### src/rtl/block_copy_engine.sv
// Single-port SRAM block copier: one word read then one word written per two cycles,
// ascending addresses, with abort and a one-cycle done pulse.
module block_copy_engine #(
  parameter int ADDR_W = 16,
  parameter int DATA_W = 32,
  parameter int LEN_W  = 11
) (
  input  logic              Clk,
  input  logic              Rst_n,
  input  logic              start,
  input  logic              abort,
  input  logic [ADDR_W-1:0] srcAddr,
  input  logic [ADDR_W-1:0] dstAddr,
  input  logic [LEN_W-1:0]  length,
  output logic              busy,
  output logic              done,
  output logic [LEN_W-1:0]  wordCount,
  output logic [ADDR_W-1:0] address,
  output logic [DATA_W-1:0] inputData,
  input  logic [DATA_W-1:0] outputData,
  output logic              writeEnable,
  output logic [1:0]        dbg_state
);

  // Handshake: start is taken only in IDLE; the transfer ends either with a single-cycle
  // done pulse (normal completion) or silently back in IDLE (abort or reset).
  typedef enum logic [1:0] {
    S_IDLE  = 2'd0,
    S_READ  = 2'd1,
    S_WRITE = 2'd2,
    S_DONE  = 2'd3
  } state_t;

  state_t              state_q, state_d;
  logic [ADDR_W-1:0]   src_q, src_d;
  logic [ADDR_W-1:0]   dst_q, dst_d;
  logic [LEN_W-1:0]    len_q, len_d;
  logic [LEN_W-1:0]    wc_q, wc_d;
  logic [DATA_W-1:0]   hold_q, hold_d;
  logic                busy_q, busy_d;
  logic                done_q, done_d;
  logic [ADDR_W-1:0]   addr_q, addr_d;
  logic [DATA_W-1:0]   wdata_q, wdata_d;
  logic                we_q, we_d;

  always_comb begin
    state_d = state_q;
    src_d   = src_q;
    dst_d   = dst_q;
    len_d   = len_q;
    wc_d    = wc_q;
    hold_d  = hold_q;

    case (state_q)
      S_IDLE: begin
        if (start) begin
          src_d   = srcAddr;
          dst_d   = dstAddr;
          len_d   = length;
          wc_d    = '0;
          state_d = (length != '0) ? S_READ : S_DONE;
        end
      end
      S_READ: begin
        hold_d  = outputData;
        state_d = abort ? S_IDLE : S_WRITE;
      end
      S_WRITE: begin
        wc_d = wc_q + LEN_W'(1);
        if (abort)              state_d = S_IDLE;
        else if (wc_d == len_q) state_d = S_DONE;
        else                    state_d = S_READ;
      end
      S_DONE:  state_d = S_IDLE;
      default: state_d = S_IDLE;
    endcase

    // Port outputs are registered, so they are derived from the state being entered.
    busy_d  = (state_d == S_READ) || (state_d == S_WRITE);
    done_d  = (state_d == S_DONE);
    we_d    = (state_d == S_WRITE);
    addr_d  = '0;
    wdata_d = '0;
    if (state_d == S_READ) begin
      addr_d = src_d + ADDR_W'(wc_d);
    end else if (state_d == S_WRITE) begin
      addr_d  = dst_d + ADDR_W'(wc_d);
      wdata_d = hold_d;
    end
  end

  always_ff @(posedge Clk or negedge Rst_n) begin
    if (!Rst_n) begin
      state_q <= S_IDLE;
      src_q   <= '0;
      dst_q   <= '0;
      len_q   <= '0;
      wc_q    <= '0;
      hold_q  <= '0;
      busy_q  <= 1'b0;
      done_q  <= 1'b0;
      addr_q  <= '0;
      wdata_q <= '0;
      we_q    <= 1'b0;
    end else begin
      state_q <= state_d;
      src_q   <= src_d;
      dst_q   <= dst_d;
      len_q   <= len_d;
      wc_q    <= wc_d;
      hold_q  <= hold_d;
      busy_q  <= busy_d;
      done_q  <= done_d;
      addr_q  <= addr_d;
      wdata_q <= wdata_d;
      we_q    <= we_d;
    end
  end

  assign busy        = busy_q;
  assign done        = done_q;
  assign wordCount   = wc_q;
  assign address     = addr_q;
  assign inputData   = wdata_q;
  assign writeEnable = we_q;
  assign dbg_state   = state_q;

endmodule

### config.mk
export PLATFORM = sky130hd
export DESIGN_NAME = block_copy_engine
export DESIGN_NICKNAME = d
export VERILOG_FILES = /design/src/rtl/block_copy_engine.sv
export SDC_FILE = /design/constraint.sdc
export NUM_CORES = 1
export LEC_CHECK = 0
export CAP_MARGIN = 20
export CORE_ASPECT_RATIO = 0.75
export CORE_MARGIN = 1
export CORE_UTILIZATION = 52
export CTS_CLUSTER_DIAMETER = 60
export CTS_CLUSTER_SIZE = 24
export DETAILED_ROUTE_END_ITERATION = 12
export HOLD_SLACK_MARGIN = 0.15
export PLACE_DENSITY_LB_ADDON = 0.15
export SYNTH_ARGS = -nofsm -noshare
export SYNTH_HDL_FRONTEND = slang
export SYNTH_SLANG_ARGS = --single-unit
### constraint.sdc
create_clock -name Clk -period 4.9 [get_ports Clk]
set_clock_uncertainty 0.2 [all_clocks]
set_input_delay 0.98 -clock Clk [delete_from_list [all_inputs] [get_ports Clk]]
set_output_delay 0.98 -clock Clk [all_outputs]
set_load 0.03 [all_outputs]
======== Yosys cells after proc, flatten, opt, wreduce, memory -nomap -nowiden ========
Index checks and enable logic that the tools add are counted.
word-level totals
  register bits after elaboration ......... 139
  input port bits ......................... 79
  output and inout port bits .............. 64
  logic and storage cells ................. 42
operators by class
  add/sub/neg operators ................... 3
  equality and inequality tests ........... 7
  multiplexer cells ....................... 17
  reductions and logical operators ........ 4
operators by type and width
  operator                                       number
  two-way mux 16 bit                             6
  two-way mux 32 bit                             3
  adder 16 x 11 -> 16 bit                        2
  case mux 11 bit (2 select lines)               1
  adder 11 x 1 -> 11 bit, second input constant  1
  == test 11 bit                                 1
  two-way mux 11 bit                             1
  nonzero test 11 bit                            1
  two-way mux 2 bit                              5
  == test 2 bit, second input constant           4
  case mux 2 bit (4 select lines)                1
  == test 2 x 1 -> 1 bit, second input constant  2
  zero test 2 bit                                1
  AND reduction 2 bit                            1
  logical OR 1 bit                               1

======== Depth between registers and ports, before layout ========
  depth after elaboration ................. 8
  mapped depth ............................ 19
  depth with buffers taken out ............ 16

======== Worst setup path before layout ========
OpenSTA, ideal clock, no wires.
  kind .................................... in2reg
  start point ............................. in start
  end point ............................... reg addr_q[14], in the netlist address[14]
  library setup time ...................... 0.138 ns
  data arrival time ....................... 4.422 ns
  data required time ...................... 4.562 ns
  setup slack ............................. 0.140 ns
  stages .................................. 19
  buffers on the path ..................... 4
  cell sequence ........................... nor3b_2 -> buf_2 -> buf_1 -> buf_1 -> clkbuf_1 -> nand2_1 -> nand2_1 -> ha_1 -> inv_1 -> fa_1 -> nor2b_1 -> o31ai_1 -> a21oi_1 -> o32ai_2 -> a211oi_1 -> a21oi_1 -> nor2_1 -> xnor2_1 -> o22ai_1
on the way
  elaborated cells between the ends (all ways) .. 14
  classes of those cells .................. 2 x add/sub; 2 x eq/ne; 10 x mux
RTL lines
  item                     RTL line  source
  start, declared          10        input logic start,
  two-way mux 16 bit       56        if (start) begin
  two-way mux 16 bit       54        case (state_q)
  via src_d[0]             35        logic [ADDR_W-1:0] src_q, src_d;
  adder 16 x 11 -> 16 bit  85        addr_d = src_d + ADDR_W'(wc_d);
  two-way mux 16 bit       84        if (state_d == S_READ) begin
  via addr_d[14]           42        logic [ADDR_W-1:0] addr_q, addr_d;
  end signal, assigned     114       addr_q <= addr_d;
  end, declared            42
The timed path passes the listed nets, and every way through them passes these cells.
A chain may end at the register's enable or synchronous reset.

======== Worst setup path after layout ========
  start point ............................. in start
  end point ............................... reg addr_q[12], in the netlist address[12]
Same word-level chain as after synthesis.

==> flow_summary.ini <==
[run_status]
outcome = finished clean

[detailed_routing]
wire_per_inst_um = 17.70
wl_um = 17010
first_iter_violations = 312
vias_per_cell = 5.448
drt_drc_violations_left = 0
route.antenna.remaining_nets = 0
dr.pass1.iters = 5
dr_total_vias = 5236

[cts]
ctsLongestPathBuffers = 2
cts_sinks = 139
post_cts.repair.setup_buffers = 0
postCtsHoldBufs = 0
clock_tree_from_tritoncts = done
cts_repair_resize_count = 0
cts_made_buffers = 17
cts_root_buffer = clkbuf_16
htreeDepth = 4
clk_latency_ns = 0.42
cts.reportedPaths.clkPinSlew_ns = 0.06

[sta]
maxSlewViolCount = 0
finalCriticalPeriod_ns = 4.459
grt_setup_unrepaired = no
setup_ws_ns = 0.4410
setup_viol = 0
max_freq_mhz = 224.3
hold-worst-slack_ns = 0.2802
slew_headroom = 0.5096
final_min_period_over_clock_period = 0.9100
hold_viol_final = 0
setup_total_negative_slack_ns = 0
worst_max_slew_pin_slew_ns = 0.7294

[synthesis]
postSynth.asyncResetShare = 1.000
post_synth_num_cell_types = 78
synth-seq-cells = 139
synth_warnings = 0
synth-edff-count = 0
postSynthCellCount = 634
synth_area_per_cell_um2 = 10.83
dominantRegCellSynth = dfrtp_1
mappedNetlistArea_mm2 = 0.006864
seq_area_frac_synth = 0.5067
synth.net_count = 738

[grt]
grt_pass1_wl_um = 27590
antenna_found_initial = 1
grt-ovfl-total = 0
grtUsageTotal = 0.2694
grt_start_max_net_pins = 49
grt_pass1_vias = 5292

[worst_setup_path]
end_kind = register
worst-path-max-fanout = 11
worst-endpoint-arrival_ns = 4.58
critPathLaunchType = input port
cp.required_ns = 5.02
critPathKind = input port to register

[final_layout]
area_delta_synth_final_pct = 32.28
antenna_cells = 0
drive_above_1_share = 0.1308
nets = 886

[pwr]
cellInternalPower_mw = 3.158
combinationalPowerShare = 0.391
p_per_area_mw_per_mm2 = 549.3
vdd.ir_drop.worst_uv = 335.7
power.share.sequential = 0.346
sw_frac_of_total = 0.3667
p_leak_nw = 4.165
p_switching_mw = 1.829
share_of_total_power_in_the_clock_network = 0.263

[run]
max-cap-violations = 0

[die]
die-area_mm2 = 0.01367
die_x_um = 134.7
die_height_um = 101.5
io-pin-count = 143
core_mm2 = 0.01257
rows = 35
initial_utilization = 0.5461

[place]
post-dp-hpwl_um = 12210
post-place-ws_ns = 0.1096
gp_routability_congestion = 0.8845
io_buffers = 142

[worst_hold_path]
worst_hold_path_type = input port to asynchronous set/reset pin
-- worst paths after layout --
path                       cells after the start          from  slack [ns]       endpoint
max                                           17         start        0.44    address[12]
min                                            1         Rst_n        0.28       len_q[4]
max reg2reg                                   13  wordCount[0]        0.64     address[8]
min reg2reg                                    2      src_q[0]        0.28       src_q[0]
max in group asynchronous                      2         Rst_n        3.25  inputData[18]
min in group Clk                               2      src_q[0]        0.28       src_q[0]
-- through the flow --
| stage | cells | cell area (µm²) | util | power, mW |
|---|---|---|---|---|
| floorplan | 634 | 6864 | - | 3.016 |
| global placement | 929 | 8471 | 0.6740 | 3.607 |
| detailed placement | 929 | 8471 | 0.6740 | 3.673 |
| CTS | 961 | 9080 | 0.7224 | 5.014 |
| global route | 961 | 9080 | 0.7224 | 5.281 |
| finish | 961 | 9080 | 0.7224 | 4.987 |
-- per-layer routing --
metal | global-route usage | vias up | part of all wire
li1 | - | 2490 | -
met4 | 0.08211 | 0 | 0.012
met2 | 0.4148 | 201 | 0.45
met1 | 0.3803 | 2524 | 0.46
met5 | 0 | - | 0
met3 | 0.06456 | 21 | 0.076
-- synth_stat cells (5+ instances only) --
master | number | share of area
a21o_1 | 8 | 0.0087
a21oi_1 | 20 | 0.015
and2_1 | 32 | 0.029
and3_1 | 6 | 0.0055
buf_1 | 7 | 0.0038
clkbuf_1 | 10 | 0.0055
dfrtp_1 | 139 | 0.51
ha_1 | 23 | 0.042
inv_1 | 26 | 0.014
mux2_2 | 34 | 0.056
mux2i_1 | 11 | 0.016
nand2_1 | 117 | 0.064
nand2b_1 | 5 | 0.0046
nand3_1 | 8 | 0.0058
nor2_1 | 13 | 0.0071
nor3_1 | 5 | 0.0036
o21ai_0 | 20 | 0.015
o22ai_1 | 11 | 0.010
o31ai_1 | 7 | 0.0077
xnor2_1 | 28 | 0.036
xor2_1 | 16 | 0.020
-- worst max-delay path, cell delays in order --
cell and delay (ns):
clkdlybuf4s50_1 0.52, o21ba_2 0.32, nand2_2 0.18, nand2_1 0.11
nand2_1 0.07, ha_1 0.24, inv_1 0.08, fa_1 0.22
nor2b_1 0.07, o31ai_1 0.39, a21oi_1 0.16, o32ai_2 0.41
a211oi_1 0.13, a21oi_1 0.26, nor2_1 0.09, xnor2_1 0.14
o22ai_1 0.18
-- final cells by class --
cell class	instances	area [µm²]
fillers	876	3488
multi-input cells	441	3156
repair buffers	156	1528
inverters	27	101.3
clock inverters	13	156.4
flip-flops and latches	139	3478
well taps	166	207.7
clock buffers	19	452.9
-- registers in the layout (all words and copies together) (netlist names) --
| register | count |
|---|---|
| done | 1 |
| dst_q | 16 |
| address | 16 |
| len_q | 11 |
| hold_q | 32 |
| dbg_state | 2 |
| wordCount | 11 |
| busy | 1 |
| inputData | 32 |
| src_q | 16 |
| writeEnable | 1 |
-- power by group through the flow --
stage                     clock (mW)  combinational (mW)  sequential (mW)
after floorplan                    0                1.11             1.91
after global placement             0                1.89             1.72
after detailed placement           0                1.93             1.74
after CTS                       1.33                1.95             1.73
after global routing            1.38                2.13             1.77
final                           1.31                1.95             1.72
-- cell usage in the layout (no fill, tap or decap), types with 3 or more instances in the layout --
cell,instances
a211oi_1,4
a21o_1,8
a21oi_1,20
a31oi_1,4
and2_1,32
and3_1,6
buf_4,14
clkbuf_16,17
clkdlybuf4s50_1,141
clkinv_4,4
dfrtp_1,139
ha_1,23
inv_1,26
inv_6,4
mux2_2,34
mux2i_1,11
nand2_1,117
nand2b_1,5
nand3_1,8
nand4_1,4
nor2_1,13
nor2b_1,3
nor3_1,5
nor4_1,3
o211ai_1,4
o21ai_0,20
o21bai_1,3
o22ai_1,11
o31ai_1,7
xnor2_1,28
xor2_1,16
-- kinds of logic after synthesis --
group | count (synthesis) | synth area share
fa+ha+maj | 25 | 0.04776
simple gates | 208 | 0.1458
buf+inv | 54 | 0.03481
xor+xnor | 45 | 0.05851
flops | 139 | 0.5067
mux | 45 | 0.07182
compound gates | 118 | 0.1345
(Power assumes the default switching activity.)
